$ cat config.mk
export PLATFORM = sky130hd
export DESIGN_NAME = pwm_monitor_flat
export DESIGN_NICKNAME = d
export VERILOG_FILES = /design/src/rtl/pwm_monitor_if.sv /design/src/rtl/pwm_monitor.sv /design/src/flat_wrapper.sv
export SDC_FILE = /design/constraint.sdc
export NUM_CORES = 1
export LEC_CHECK = 0
export CORE_MARGIN = 2
export CORE_UTILIZATION = 30
export DETAILED_ROUTE_END_ITERATION = 6
export GPL_TIMING_DRIVEN = 0
export PLACE_DENSITY = 0.53
export SYNTH_ARGS = -nofsm -noshare
export SYNTH_HDL_FRONTEND = slang
export SYNTH_SLANG_ARGS = --single-unit
$ cat constraint.sdc
create_clock -name clk -period 2.6 [get_ports clk]
set_clock_uncertainty 0.1 [all_clocks]
set_input_delay 0.78 -clock clk [delete_from_list [all_inputs] [get_ports clk]]
set_output_delay 0.78 -clock clk [all_outputs]
set_load 0.01 [all_outputs]
$ cat src/rtl/pwm_monitor_if.sv
// pwm_monitor_if: groups the monitor's enable/input and measurement outputs.
//   master : drives en, pwm_in; observes measurement and stuck flags
//   slave  : the monitor itself
interface pwm_monitor_if #(
  parameter int CNT_W = 8
);
  logic             en;
  logic             pwm_in;
  logic [CNT_W-1:0] high_cnt;
  logic [CNT_W-1:0] period_cnt;
  logic             meas_valid;
  logic             stuck_high;
  logic             stuck_low;

  modport master (
    output en, pwm_in,
    input  high_cnt, period_cnt, meas_valid, stuck_high, stuck_low
  );

  modport slave (
    input  en, pwm_in,
    output high_cnt, period_cnt, meas_valid, stuck_high, stuck_low
  );
endinterface

$ cat src/rtl/pwm_monitor.sv
// pwm_monitor: measures high time and period length (in clk cycles) of each
// complete PWM period and flags a line that stops toggling.
//   clk   : system clock, rising edge
//   reset : asynchronous, active-low
//   bus   : pwm_monitor_if.slave
//             en, pwm_in                      -> inputs
//             high_cnt, period_cnt, meas_valid -> last complete period + pulse
//             stuck_high, stuck_low            -> line static for TIMEOUT samples
//
// state     | meaning
// ----------+-------------------------------------------------------------
// IDLE      | disabled; accumulators and stuck flags cleared, results held
// WAIT_RISE | enabled, waiting for a rise to start a fresh period
// MEAS_HIGH | counting the high phase of the current period
// MEAS_LOW  | counting the low phase; next rise closes and reports the period
module pwm_monitor #(
  parameter int CNT_W   = 8,
  parameter int TIMEOUT = 64
) (
  input  logic          clk,
  input  logic          reset,
  pwm_monitor_if.slave  bus
);

  typedef enum logic [1:0] {IDLE, WAIT_RISE, MEAS_HIGH, MEAS_LOW} state_t;

  localparam logic [CNT_W-1:0] CNT_ONE  = CNT_W'(1);
  localparam logic [CNT_W-1:0] CNT_ZERO = '0;
  localparam logic [CNT_W-1:0] TMO_VAL  = CNT_W'(TIMEOUT);

  state_t           state_q, state_d;
  logic             pwm_dly_q, pwm_dly_d;
  logic [CNT_W-1:0] hi_acc_q, hi_acc_d;
  logic [CNT_W-1:0] per_acc_q, per_acc_d;
  logic [CNT_W-1:0] run_cnt_q, run_cnt_d;
  logic [CNT_W-1:0] high_cnt_q, high_cnt_d;
  logic [CNT_W-1:0] period_cnt_q, period_cnt_d;
  logic             meas_valid_q, meas_valid_d;
  logic             stuck_high_q, stuck_high_d;
  logic             stuck_low_q, stuck_low_d;

  logic rise, fall, timeout;

  assign rise = bus.pwm_in & ~pwm_dly_q;
  assign fall = ~bus.pwm_in & pwm_dly_q;

  always_comb begin
    state_d      = state_q;
    pwm_dly_d    = bus.pwm_in;
    hi_acc_d     = hi_acc_q;
    per_acc_d    = per_acc_q;
    run_cnt_d    = run_cnt_q;
    high_cnt_d   = high_cnt_q;
    period_cnt_d = period_cnt_q;
    meas_valid_d = 1'b0;
    stuck_high_d = stuck_high_q;
    stuck_low_d  = stuck_low_q;
    timeout      = 1'b0;

    if (!bus.en) begin
      state_d      = IDLE;
      hi_acc_d     = CNT_ZERO;
      per_acc_d    = CNT_ZERO;
      run_cnt_d    = CNT_ZERO;
      stuck_high_d = 1'b0;
      stuck_low_d  = 1'b0;
    end else begin
      // Run length of identical samples; the first enabled sample starts a run.
      if (state_q == IDLE || bus.pwm_in != pwm_dly_q) run_cnt_d = CNT_ONE;
      else                                            run_cnt_d = run_cnt_q + CNT_ONE;
      timeout = (run_cnt_d == TMO_VAL);

      case (state_q)
        IDLE: begin
          // A level already high at enable is not a rise, so just arm.
          state_d = WAIT_RISE;
        end
        WAIT_RISE: begin
          if (rise) begin
            hi_acc_d     = CNT_ONE;
            per_acc_d    = CNT_ONE;
            stuck_high_d = 1'b0;
            stuck_low_d  = 1'b0;
            state_d      = MEAS_HIGH;
          end
        end
        MEAS_HIGH: begin
          per_acc_d = per_acc_q + CNT_ONE;
          if (fall) state_d  = MEAS_LOW;
          else      hi_acc_d = hi_acc_q + CNT_ONE;
        end
        MEAS_LOW: begin
          if (rise) begin
            high_cnt_d   = hi_acc_q;
            period_cnt_d = per_acc_q;
            meas_valid_d = 1'b1;
            hi_acc_d     = CNT_ONE;
            per_acc_d    = CNT_ONE;
            stuck_high_d = 1'b0;
            stuck_low_d  = 1'b0;
            state_d      = MEAS_HIGH;
          end else begin
            per_acc_d = per_acc_q + CNT_ONE;
          end
        end
        default: state_d = IDLE;
      endcase

      // A rise reloads the run to 1, so this never overrides a report.
      if (timeout) begin
        stuck_high_d = bus.pwm_in;
        stuck_low_d  = ~bus.pwm_in;
        state_d      = WAIT_RISE;
      end
    end
  end

  always_ff @(posedge clk or negedge reset) begin
    if (!reset) begin
      state_q      <= IDLE;
      pwm_dly_q    <= 1'b0;
      hi_acc_q     <= CNT_ZERO;
      per_acc_q    <= CNT_ZERO;
      run_cnt_q    <= CNT_ZERO;
      high_cnt_q   <= CNT_ZERO;
      period_cnt_q <= CNT_ZERO;
      meas_valid_q <= 1'b0;
      stuck_high_q <= 1'b0;
      stuck_low_q  <= 1'b0;
    end else begin
      state_q      <= state_d;
      pwm_dly_q    <= pwm_dly_d;
      hi_acc_q     <= hi_acc_d;
      per_acc_q    <= per_acc_d;
      run_cnt_q    <= run_cnt_d;
      high_cnt_q   <= high_cnt_d;
      period_cnt_q <= period_cnt_d;
      meas_valid_q <= meas_valid_d;
      stuck_high_q <= stuck_high_d;
      stuck_low_q  <= stuck_low_d;
    end
  end

  assign bus.high_cnt   = high_cnt_q;
  assign bus.period_cnt = period_cnt_q;
  assign bus.meas_valid = meas_valid_q;
  assign bus.stuck_high = stuck_high_q;
  assign bus.stuck_low  = stuck_low_q;

endmodule

$ cat src/flat_wrapper.sv
// flat-port wrapper written by rule: the top's interface ports become plain ports
module pwm_monitor_flat 
#(
  parameter int CNT_W   = 8,
  parameter int TIMEOUT = 64
)
  (clk, reset, bus_en, bus_pwm_in, bus_high_cnt, bus_period_cnt, bus_meas_valid, bus_stuck_high, bus_stuck_low);
  pwm_monitor_if #(.CNT_W(CNT_W)) bus_i ();
  input  logic clk;
  input  logic reset;
  input wire logic [$bits(bus_i.en)-1:0] bus_en;
  input wire logic [$bits(bus_i.pwm_in)-1:0] bus_pwm_in;
  output wire logic [$bits(bus_i.high_cnt)-1:0] bus_high_cnt;
  output wire logic [$bits(bus_i.period_cnt)-1:0] bus_period_cnt;
  output wire logic [$bits(bus_i.meas_valid)-1:0] bus_meas_valid;
  output wire logic [$bits(bus_i.stuck_high)-1:0] bus_stuck_high;
  output wire logic [$bits(bus_i.stuck_low)-1:0] bus_stuck_low;
  assign bus_i.en = bus_en;
  assign bus_i.pwm_in = bus_pwm_in;
  assign bus_high_cnt = bus_i.high_cnt;
  assign bus_period_cnt = bus_i.period_cnt;
  assign bus_meas_valid = bus_i.meas_valid;
  assign bus_stuck_high = bus_i.stuck_high;
  assign bus_stuck_low = bus_i.stuck_low;
  pwm_monitor #(.CNT_W(CNT_W), .TIMEOUT(TIMEOUT)) u_core (.clk(clk), .reset(reset), .bus(bus_i));
endmodule
==> results_dict.tcl, run 1 <==
set metrics [dict create \
    status "complete, no violations" \
    wirelength_um 4130 \
    areaGrowthSynthToFinish_pct 19.6 \
    drt_iter0_drc 43 \
    relSlewSlack 0.596 \
    cp_data_arrival_time_ns 2.59 \
    drv_cap 0 \
    wl_per_cell_um 12.3 \
    die-area_sq_mm 0.00810 \
    core_sq_mm 0.00721 \
    cp-start-kind "primary input" \
    io-pin-count 23 \
    ys_async_sr_fraction 1.00 \
    gp_congestion 0.764 \
    power_density_mw_per_mm2 635 \
    ir_drop_mv 0.279 \
    drv_slew 0 \
    tightest_slew_ns 0.602 \
    dpl.hpwl_um 3000 \
    grtUsageTotal 0.109 \
    vias_per_cell 4.65 \
    synth_nets 221 \
    n_fill_cell 742 \
    critical_path_class "in2reg" \
    final_layout_size_suffix_gt1_frac 0.135 \
    syn_area_sq_mm 0.00222 \
    ys_warn_count 0 \
    insertion_delay_ns 0.29 \
    synth-seq-cells 46 \
    initial_utilization 0.307 \
    finalSetupViolations 0 \
    grt_max_degree 27 \
    io_buffers 21 \
    core.rowCount 31 \
    netlist_instances 208 \
    ys_types 36 \
    grt-ovfl-total 0 \
    cts_buffers 5 \
    die_w_um 90.0 \
    power.leakage_nw 1.22 \
    layout.nets 250 \
    layout_min_cycle_time_ns 2.50 \
    root_buffer "clkbuf_8" \
    grt_pass1_wl_um 7170 \
    cts-htree-levels 2 \
    cts_buffer_depth 2 \
    utilization 0.368 \
    postSynthAreaPerCell_sq_um 10.7 \
    finalNonFillerCells 336 \
    synth-main-ff-cell "dfrtp_1" \
    hold_violations 0 \
    critPathMaxFanout 5 \
    synth_edf_count 0 \
    hold_class "in2async" \
    cts_tree "done" \
    drc_errors 0 \
    rsz0062_at_grt "false" \
    required_ns 2.69 \
    critPathCaptureType "register" \
    dp_cells 329 \
    cts_sinks 46 \
    whs_ns 0.348 \
    yosysSeqAreaShare 0.519 \
    postRouteAntennaNets 0 \
    antenna_found_initial 0 \
    clk_pin_slew_ns 0.08 \
    p_total_mw 1.69 \
    antenna_cells 0 \
    firstDrtPassIters 4 \
    grt_pass1_vias 1479 \
    die_y_um 90.0 \
    post-route-period-util 0.960 \
    vias 1563 \
    max_freq_ghz 0.400 \
]
-- timing repair --
action	in CTS	in global routing
setup buffers	0	0
hold buffers	0	0
setup endpoints to repair	18	9
gates resized for setup	3	3
-- cell families after synthesis --
family                     count (synthesis)  synth area share
AOI/OAI and AO/OA                         33            0.0925
xor gates and xnor gates                  11            0.0434
buffers and inverters                     15            0.0265
muxes                                     21             0.104
and+or+nand+nor                           73             0.164
DFF                                       46             0.519
adders and majority gates                  9            0.0508
-- per-stage QoR --
| stage | setup TNS, ns | setup slack, ns | cell area, sq um |
|---|---|---|---|
| after floorplan | 0 | 0.132 | 2220 |
| after global placement | -42.21 | -0.717 | 2550 |
| after detailed placement | -9.43 | -0.637 | 2570 |
| after CTS | 0 | 0.0750 | 2650 |
| after global routing | 0 | 0.00185 | 2650 |
| final | 0 | 0.103 | 2650 |
-- cell usage in the layout (no fill, tap or decap), types with 6 or more instances in the layout --
cell,netlist,final
nand4_1,6,6
ha_1,9,9
inv_1,9,9
dfrtp_1,46,46
nor2_1,20,20
nand2_1,15,15
nand3_1,9,9
o21ai_0,15,15
clkdlybuf4s50_1,0,19
and3_1,6,6
xor2_1,6,6
mux2_2,16,16
-- metal layers --
layer	vias up	routed length, um	global-route usage
li1	780	-	-
met1	758	2130	0.153
met2	20	1810	0.162
met3	5	124	0.0293
met4	0	68	0.0385
met5	-	0	0
-- flip-flops by register name, indices dropped and copies added, names as in the netlist --
signal,count
u_core.hi_acc_q,8
u_core.bus.stuck_high,1
u_core.per_acc_q,8
u_core.pwm_dly_q,1
u_core.bus.meas_valid,1
u_core.state_q,2
u_core.bus.high_cnt,8
u_core.run_cnt_q,8
u_core.bus.period_cnt,8
u_core.bus.stuck_low,1
-- critical path, stage by stage --
cell and delay, ns:
clkdlybuf4s15_1 0.25, inv_1 0.08, ha_1 0.28, nor2b_4 0.17
nand3_1 0.09, a211o_1 0.28, or3_1 0.30, buf_2 0.16
and3_2 0.20
-- final cells by class --
| cell class | instances | area (sq um) | share of cell area |
|---|---|---|---|
| multi-input combinational | 147 | 1020 | 0.383 |
| sequential | 46 | 1150 | 0.434 |
| clock buffer | 7 | 76.3 | 0.0288 |
| tap | 99 | 124 | 0.0467 |
| timing repair buffer | 22 | 225 | 0.0849 |
| buffer | 6 | 26.3 | 0.00991 |
| inverter | 9 | 33.8 | 0.0127 |
-- report_power, final --
| part | switching (mW) | internal, mW | total (mW) |
|---|---|---|---|
| clock network | 0.226 | 0.186 | 0.411 |
| logic | 0.260 | 0.192 | 0.452 |
| registers | 0.0510 | 0.771 | 0.822 |
| total | 0.537 | 1.15 | 1.69 |
-- final timing paths --
| check | startpoint | slack, ns | depth (start not counted) | to |
|---|---|---|---|---|
| setup / recovery | bus_pwm_in | 0.10 | 9 | u_core.state_q[1] |
| hold / removal | reset | 0.35 | 1 | u_core.state_q[1] |
| setup reg to reg | u_core.state_q[0] | 0.36 | 7 | u_core.hi_acc_q[6] |
| hold reg to reg | u_core.bus.high_cnt[1] | 0.40 | 2 | u_core.bus.high_cnt[1] |
| max in group asynchronous | reset | 1.55 | 2 | u_core.hi_acc_q[2] |
| min in group clk | u_core.bus.high_cnt[1] | 0.40 | 2 | u_core.bus.high_cnt[1] |
-- cells in the mapped netlist (2+ instances only) --
cell type / n / area [sq um]
and2_1: 2 / 12.5
clkbuf_1: 4 / 15.0
a21oi_1: 5 / 25.0
and3_1: 6 / 37.5
nand2_1: 15 / 56.3
or3_1: 4 / 25.0
mux2i_1: 5 / 50.1
and3_2: 2 / 15.0
inv_1: 9 / 33.8
mux2_2: 16 / 180
nand4_1: 6 / 37.5
dfrtp_1: 46 / 1150
o21ai_1: 2 / 10.0
xnor2_1: 5 / 43.8
ha_1: 9 / 113
nand3_1: 9 / 45.0
nor2b_1: 4 / 25.0
o21ai_0: 15 / 75.1
xor2_1: 6 / 52.6
nor2_1: 20 / 75.1
nor3_1: 3 / 15.0
Power figures use the tool's default switching activity.
==> inputs of run 2 (changes only) <==
- CORE_UTILIZATION: 30 -> 34
- PLACE_DENSITY: 0.53 -> 0.57
==> results_dict.tcl, run 2 (same netlist as run 1, synthesis figures left out) <==
set metrics [dict create \
    status "complete, no violations" \
    drv_cap 0 \
    p_sw_mw 0.550 \
    clockPowerShare 0.262 \
    layout_min_cycle_time_ns 2.45 \
    antenna_cells 0 \
    fin_setup_tns_ns 0 \
    die_y_um 84.8 \
    intPower_mw 1.18 \
    power_frac_comb 0.263 \
    dp_cells 307 \
    finalSetupViolations 0 \
    cts_buffer_depth 2 \
    power.leakage_nw 1.24 \
    final_cell_mix "46 x dfrtp_1, 20 x nor2_1, 19 x clkdlybuf4s50_1, 16 x mux2_2" \
    firstDrtPassIters 4 \
    grt_max_degree 25 \
    die_w_um 84.8 \
    initial_utilization 0.351 \
    max_freq_ghz 0.409 \
    grt_pass1_vias 1504 \
    p_total_mw 1.73 \
    layout.nets 250 \
    die-area_sq_mm 0.00719 \
    post_cts_buffers 0 \
    cts-htree-levels 2 \
    postRouteAntennaNets 0 \
    vias_per_cell 5.07 \
    fin_area_sq_mm 0.00265 \
    finalNonFillerCells 315 \
    hold_violations 0 \
    post-route-period-util 0.941 \
    core_sq_mm 0.00631 \
    cts_sinks 46 \
    cp_data_arrival_time_ns 2.54 \
    drc_errors 0 \
    io-pin-count 23 \
    drv_slew 0 \
    dpl.hpwl_um 2880 \
    clk_pin_slew_ns 0.09 \
    layout_commonest_cell "dfrtp_1" \
    whs_ns 0.374 \
    cts_hold_buf 0 \
    final_layout_size_suffix_gt1_frac 0.147 \
    antenna_found_initial 0 \
    wirelength_um 3970 \
    insertion_delay_ns 0.30 \
    place_area_sq_mm 0.00255 \
    critical_path_class "in2reg" \
    critPathMaxFanout 5 \
    power_density_mw_per_mm2 652 \
    gp_congestion 0.779 \
    cts_tree "done" \
    ir_drop_mv 0.279 \
    p_seq_frac 0.475 \
    required_ns 2.70 \
    swShare 0.318 \
    root_buffer "clkbuf_8" \
    relSlewSlack 0.591 \
    core.rowCount 29 \
    cts_buffers 5 \
    tightest_slew_ns 0.610 \
    grt-ovfl-total 0 \
    drt_iter0_drc 56 \
    rsz0062_at_grt "false" \
    areaGrowthSynthToFinish_pct 19.5 \
    wl_per_cell_um 12.6 \
    grt_pass1_wl_um 6940 \
    critPathCaptureType "register" \
    grtUsageTotal 0.120 \
    vias 1598 \
    cp-start-kind "primary input" \
    io_buffers 21 \
    hold_class "in2async" \
]
[run 2: layout make-up]
class / count / area (sq um)
plain buffers: 6 / 26.3
clock buffers: 6 / 82.6
clock inverters: 2 / 12.5
fillers: 627 / 3660
inverters: 9 / 33.8
multi-input cells: 147 / 1020
flip-flops and latches: 46 / 1150
well taps: 77 / 96.3
repair buffers: 22 / 231
[run 2: power by group through the flow]
stage / logic, mW / registers [mW] / clock network, mW
detailed placement: 0.448 / 0.835 / 0
global placement: 0.438 / 0.835 / 0
global route: 0.514 / 0.834 / 0.508
finish: 0.454 / 0.821 / 0.453
floorplan: 0.317 / 0.831 / 0
CTS: 0.462 / 0.821 / 0.474
[run 2: final timing paths]
kind	startpoint	endpoint	cells after the start	slack, ns
worst min-delay path	reset	u_core.bus.period_cnt[1]	1	0.37
worst min register to register	u_core.bus.high_cnt[1]	u_core.bus.high_cnt[1]	2	0.39
max in group asynchronous	reset	u_core.bus.stuck_low	2	1.52
min in group clk	u_core.bus.high_cnt[1]	u_core.bus.high_cnt[1]	2	0.39
worst max register to register	u_core.state_q[0]	u_core.hi_acc_q[7]	7	0.40
worst max-delay path	bus_pwm_in	u_core.state_q[1]	9	0.15
[run 2: what timing repair did]
| action | CTS | global route |
|---|---|---|
| endpoints found under the hold margin | 0 | 0 |
| resized for setup | 4 | 0 |
| endpoints found under the setup margin | 18 | 0 |
[run 2: through the flow]
| stage | setup slack [ns] | util |
|---|---|---|
| floorplan | 0.132 | - |
| global placement | -0.687 | 0.400 |
| finish | 0.153 | 0.420 |
| global route | 0.0123 | 0.420 |
| CTS | 0.141 | 0.420 |
| detailed placement | -0.608 | 0.403 |
[run 2: layer usage]
metal / vias up / global-route usage / routed length [um]
li1: 787 / - / -
met1: 781 / 0.166 / 1940
met2: 26 / 0.180 / 1820
met3: 4 / 0.0364 / 162
met4: 0 / 0.0390 / 51
met5: - / 0 / 0
[run 2: worst max-delay path, cell delays in order]
cell and delay, ns:
dlygate4sd2_1 0.26, inv_1 0.07, ha_1 0.27, nor2b_4 0.17
nand3_1 0.09, a211o_1 0.26, or3_1 0.29, buf_2 0.16
and3_2 0.19
